<file path="src/rtl/divider_pkg.sv">
// Shared definitions for the restoring divider: FSM state encoding and default widths.
package divider_pkg;

  typedef enum logic [1:0] {
    IDLE = 2'd0,
    CALC = 2'd1,
    DONE = 2'd2
  } state_t;

  localparam int DW_DEFAULT = 7;
  localparam int VW_DEFAULT = 4;

endpackage

</file>
<file path="src/rtl/divider_div_step.sv">
// One restoring-division step: shift the next dividend bit into the partial
// remainder and subtract the divisor when it fits.
module div_step #(
  parameter int VW = 4
) (
  input  logic [VW:0]   i_part,
  input  logic          i_bit,
  input  logic [VW-1:0] i_divisor,
  output logic [VW:0]   o_part,
  output logic          o_qbit
);

  logic [VW:0] w_shift;
  logic [VW:0] w_div_ext;

  // Trial subtraction; the incoming partial remainder is always below the
  // divisor, so its top bit is zero and the shifted value fits in VW+1 bits.
  always_comb begin
    w_shift   = {i_part[VW-1:0], i_bit};
    w_div_ext = {1'b0, i_divisor};
    if (w_shift >= w_div_ext) begin
      o_part = w_shift - w_div_ext;
      o_qbit = 1'b1;
    end else begin
      o_part = w_shift;
      o_qbit = 1'b0;
    end
  end

endmodule

</file>
<file path="src/rtl/divider.sv">
// Multi-cycle unsigned restoring divider: IDLE/CALC/DONE FSM with one quotient
// bit per cycle, level-enable handshake and registered results.
module divider
  import divider_pkg::*;
#(
  parameter int DW = DW_DEFAULT,
  parameter int VW = VW_DEFAULT
) (
  input  logic          clk,
  input  logic          rst_n,
  input  logic [DW-1:0] dividend,
  input  logic [VW-1:0] divisor,
  input  logic          en,
  output logic          done,
  output logic [DW-1:0] quotient,
  output logic [VW-1:0] remainder,
  output logic          div_by_zero
);

  localparam int CW = (DW > 1) ? $clog2(DW) : 1;

  state_t        r_state;
  logic [DW-1:0] r_dividend;
  logic [DW-1:0] r_quot;
  logic [VW-1:0] r_divisor;
  logic [VW:0]   r_part;
  logic [CW-1:0] r_cnt;

  logic [VW:0]   w_next_part;
  logic          w_qbit;

  div_step #(.VW(VW)) u_step (
    .i_part    (r_part),
    .i_bit     (r_dividend[DW-1]),
    .i_divisor (r_divisor),
    .o_part    (w_next_part),
    .o_qbit    (w_qbit)
  );

  // FSM, operand/partial registers and registered result outputs.
  always_ff @(posedge clk or negedge rst_n) begin
    if (!rst_n) begin
      r_state     <= IDLE;
      r_dividend  <= '0;
      r_quot      <= '0;
      r_divisor   <= '0;
      r_part      <= '0;
      r_cnt       <= '0;
      done        <= 1'b0;
      quotient    <= '0;
      remainder   <= '0;
      div_by_zero <= 1'b0;
    end else begin
      case (r_state)
        IDLE: begin
          done        <= 1'b0;
          quotient    <= '0;
          remainder   <= '0;
          div_by_zero <= 1'b0;
          if (en) begin
            r_dividend <= dividend;
            r_divisor  <= divisor;
            r_part     <= '0;
            r_quot     <= '0;
            r_cnt      <= CW'(DW - 1);
            r_state    <= CALC;
          end else begin
            r_state <= IDLE;
          end
        end
        CALC: begin
          if (!en) begin
            r_state    <= IDLE;
            r_dividend <= '0;
            r_divisor  <= '0;
            r_part     <= '0;
            r_quot     <= '0;
            r_cnt      <= '0;
            done        <= 1'b0;
            quotient    <= '0;
            remainder   <= '0;
            div_by_zero <= 1'b0;
          end else if (r_divisor == '0) begin
            // Zero divisor short-circuits the iteration with the saturated result.
            r_state     <= DONE;
            done        <= 1'b1;
            quotient    <= '1;
            remainder   <= '0;
            div_by_zero <= 1'b1;
          end else begin
            r_part     <= w_next_part;
            r_dividend <= {r_dividend[DW-2:0], 1'b0};
            r_quot     <= {r_quot[DW-2:0], w_qbit};
            if (r_cnt == '0) begin
              r_state     <= DONE;
              done        <= 1'b1;
              quotient    <= {r_quot[DW-2:0], w_qbit};
              remainder   <= w_next_part[VW-1:0];
              div_by_zero <= 1'b0;
            end else begin
              r_cnt <= r_cnt - CW'(1);
            end
          end
        end
        DONE: begin
          if (!en) begin
            r_state     <= IDLE;
            done        <= 1'b0;
            quotient    <= '0;
            remainder   <= '0;
            div_by_zero <= 1'b0;
          end else begin
            r_state <= DONE;
          end
        end
        default: begin
          r_state     <= IDLE;
          done        <= 1'b0;
          quotient    <= '0;
          remainder   <= '0;
          div_by_zero <= 1'b0;
        end
      endcase
    end
  end

endmodule

</file>
<file path="config.mk">
export PLATFORM = sky130hd
export DESIGN_NAME = divider
export DESIGN_NICKNAME = d
export VERILOG_FILES = /design/src/rtl/divider_pkg.sv /design/src/rtl/divider_div_step.sv /design/src/rtl/divider.sv
export SDC_FILE = /design/constraint.sdc
export NUM_CORES = 1
export LEC_CHECK = 0
export ABC_AREA = 1
export CORE_UTILIZATION = 45
export CTS_BUF_LIST = sky130_fd_sc_hd__clkbuf_8 sky130_fd_sc_hd__clkbuf_16
export CTS_CLUSTER_DIAMETER = 50
export DETAILED_ROUTE_END_ITERATION = 8
export GPL_ROUTABILITY_DRIVEN = 0
export HOLD_SLACK_MARGIN = 0.15
export PLACE_DENSITY = 0.67
export SLEW_MARGIN = 5
export SYNTH_ARGS = -nofsm -noshare
export SYNTH_HDL_FRONTEND = slang
export SYNTH_SLANG_ARGS = --single-unit
</file>
<file path="constraint.sdc">
create_clock -name clk -period 1.6 [get_ports clk]
set_input_delay 0.4 -clock clk [delete_from_list [all_inputs] [get_ports clk]]
set_output_delay 0.4 -clock clk [all_outputs]
set_load 0.005 [all_outputs]
</file>
==> impl_metrics.env <==
export IMPL_status="complete, no violations"
export IMPL_period_needed_ns=1.565
export IMPL_max_freq_mhz=639.2
export IMPL_finalSetupTns_ns=0
export IMPL_power_frac_comb=0.577
export IMPL_clock_tree_buffer_depth=2
export IMPL_first_pass_iters=4
export IMPL_drive_gt1_frac=0.2285
export IMPL_fin_skew_ns=0.007760
export IMPL_grt_max_degree=40
export IMPL_insertion_delay_ns=0.30
export IMPL_ys_warn_count=0
export IMPL_via_per_inst=4.923
export IMPL_cts_tree="built"
export IMPL_grt_use_total=0.2044
export IMPL_final_cell_mix="nand2_1, dfrtp_1, buf_4"
export IMPL_synth_top_cell_by_area="dfrtp_1"
export IMPL_wire_per_inst_um=12.32
export IMPL_synth_area_top_cells="dfrtp_1, nand2_1, ha_1, inv_1, nand3_1"
export IMPL_worst_slew_pin_slew_ns=0.2480
export IMPL_setup_violations=0
export IMPL_synth_top_area_frac=0.4851
export IMPL_cp_arrival_ns=1.75
export IMPL_slew_headroom=0.8340
export IMPL_clockPowerShare=0.150
export IMPL_cp_slowest_cell="dfrtp_1"
export IMPL_cts_max_level=2
export IMPL_cts_made_buffers=5
export IMPL_syn_area_um2=2012
export IMPL_antenna_found_initial=0
export IMPL_rsz0062_at_grt="yes"
export IMPL_seq_area_um2=975.9
export IMPL_drc=0
export IMPL_hold_path_class="flip-flop to flip-flop"
export IMPL_die_area_um2=4742
export IMPL_n_antenna_cell=0
export IMPL_gr_total_overflow=0
export IMPL_grt_pass1_vias=1561
export IMPL_fin_crit_sh=0.9779
export IMPL_p_int_mw=3.211
export IMPL_dp_slack_ns=-0.1335
export IMPL_die_height_um=68.87
export IMPL_crit_path_end_kind="flip-flop"
export IMPL_clock_sinks=39
export IMPL_ir_drop_mv=1.037
export IMPL_p_seq_frac=0.273
export IMPL_ys_ff_latch=39
export IMPL_drv_slew=0
export IMPL_vias=1733
export IMPL_synth_distinct_cells=27
export IMPL_finalHoldViolCount=0
export IMPL_drv_cap=0
export IMPL_multiInputGateArea_um2=928.4
export IMPL_p_per_area_nw_per_um2=1986
export IMPL_p_sw_mw=2.322
export IMPL_setup_ws_ns=0.03544
export IMPL_synthesis_nets=265
export IMPL_rows=23
export IMPL_critPathKind="flip-flop to flip-flop"
export IMPL_drtIter0Drc=83
export IMPL_crit_path_max_fanout=3
export IMPL_ios=27
export IMPL_max_stage_delay_ns=0.41
export IMPL_syn_to_final_growth_pct=38.49
export IMPL_totalWireLength_um=4338
export IMPL_clk_pin_slew_ns=0.07
export IMPL_p_leak_nw=1.519
export IMPL_antenna_left=0
export IMPL_die_x_um=68.87
export IMPL_cp_top_family="simple AND/OR/NAND/NOR gates"
export IMPL_root_buffer="clkbuf_8"
export IMPL_timing_hold_ws_ns=0.4730
export IMPL_worst_ep_required_time_ns=1.79
export IMPL_cpMostUsedCell="nand2_1"
export IMPL_syn_inst=240
export IMPL_hpwl_um=2998
export IMPL_cp_num_buf_inv=2
export IMPL_core_um2=4144
export IMPL_final_common_cell="nand2_1"
export IMPL_port_buffer_count=26
export IMPL_nNetsFinal=326
export IMPL_cp_cell_sequence="ha_1, nand2_1, inv_1, nand2_1, nand2_1, nand2_2, buf_6, nand3_1, nand4_1, nand2_1"
export IMPL_synth_avg_cell_area_um2=8.383
export IMPL_cp_start_kind="flip-flop"
export IMPL_yosysSeqAreaShare=0.4851
export IMPL_fill_cells=364
export IMPL_start_util=0.4855
export IMPL_power_share_switching=0.4196
export IMPL_grt_pass1_wl_um=6948
==> timing repair <==
action,4_1_cts,5_1_grt
hold endpoints to repair,39,0
buffers inserted,0,12
setup endpoints to repair,8,27
hold buffers,1,0
resized for setup,2,26
gates cloned,0,0
pin swaps,1,9
==> worst reg2reg max path, cell delays in order, from the launching register on <==
cell and delay, ns:
dfrtp_1 0.41, ha_1 0.31, nand2_1 0.07, inv_1 0.06, nand2_1 0.05, nand2_1 0.05, nand2_2 0.12, buf_6 0.13
nand3_1 0.09, nand4_1 0.11, nand2_1 0.06
==> final timing paths <==
kind	startpoint	to	slack (ns)	depth (start not counted)
max	r_part[0]	remainder[2]	0.04	10
min	remainder[1]	remainder[1]	0.47	2
max reg2reg	r_part[0]	remainder[2]	0.04	10
min reg2reg	remainder[1]	remainder[1]	0.47	2
max in group asynchronous	rst_n	r_cnt[0]	0.81	3
min in group asynchronous	rst_n	quotient[5]	0.59	3
==> final cells by class <==
class | count | area share
Sequential cell | 39 | 0.3502
Inverter | 30 | 0.04401
Clock buffer | 5 | 0.02470
Tap cell | 50 | 0.02245
Multi-Input combinational cell | 164 | 0.3332
Timing Repair Buffer | 61 | 0.2097
Clock inverter | 3 | 0.01572
==> cell families after synthesis <==
logic type	after synthesis	share of synthesized area
xor+xnor	1	0.004354
buf+inv	37	0.08457
compound gates	32	0.09266
simple gates	120	0.2612
fa+ha+maj	11	0.07214
flops	39	0.4851
==> power by group through the flow <==
stage / Clock, mW / Sequential [mW] / Combinational, mW
floorplan: 0 / 1.48 / 1.78
detailed placement: 0 / 1.51 / 2.72
global placement: 0 / 1.50 / 2.69
finish: 0.828 / 1.51 / 3.19
global route: 0.892 / 1.55 / 3.59
CTS: 0.848 / 1.50 / 2.77
==> sequential cells by signal, indices dropped and copies added, names as in the netlist <==
name	flops
done	1
r_dividend	7
r_state	2
r_divisor	4
remainder	4
r_quot	6
div_by_zero	1
r_cnt	3
quotient	7
r_part	4
==> metrics by stage <==
stage,instance area (um^2),instances,total power [mW],util
global placement,2480,331,4.185,0.5984
global route,2786,352,6.034,0.6724
finish,2786,352,5.533,0.6724
detailed placement,2480,331,4.235,0.5984
floorplan,2012,240,3.258,-
CTS,2608,340,5.118,0.6292
==> per-layer routing <==
metal / GRT usage / wire (um)
met3: 0.05428 / 223
met1: 0.2634 / 2021
met4: 0.07653 / 68
met2: 0.3265 / 2026
met5: 0 / 0
==> synth_stat cells <==
library cell,count
dfrtp_1,39
nor2_1,21
fa_1,1
buf_2,3
inv_1,26
nand4_1,8
nand3_1,16
nand3b_1,1
inv_4,2
inv_2,2
nand2_2,4
o21ai_1,7
a21oi_2,1
o31ai_1,1
nand2_1,68
o211ai_1,1
buf_1,1
o22ai_1,2
o21ai_2,2
xnor2_1,1
a21oi_1,1
buf_6,3
nand3_4,1
ha_1,10
a31oi_1,6
o21ai_0,11
nand2_4,1
Power figures use the tool's default switching activity.
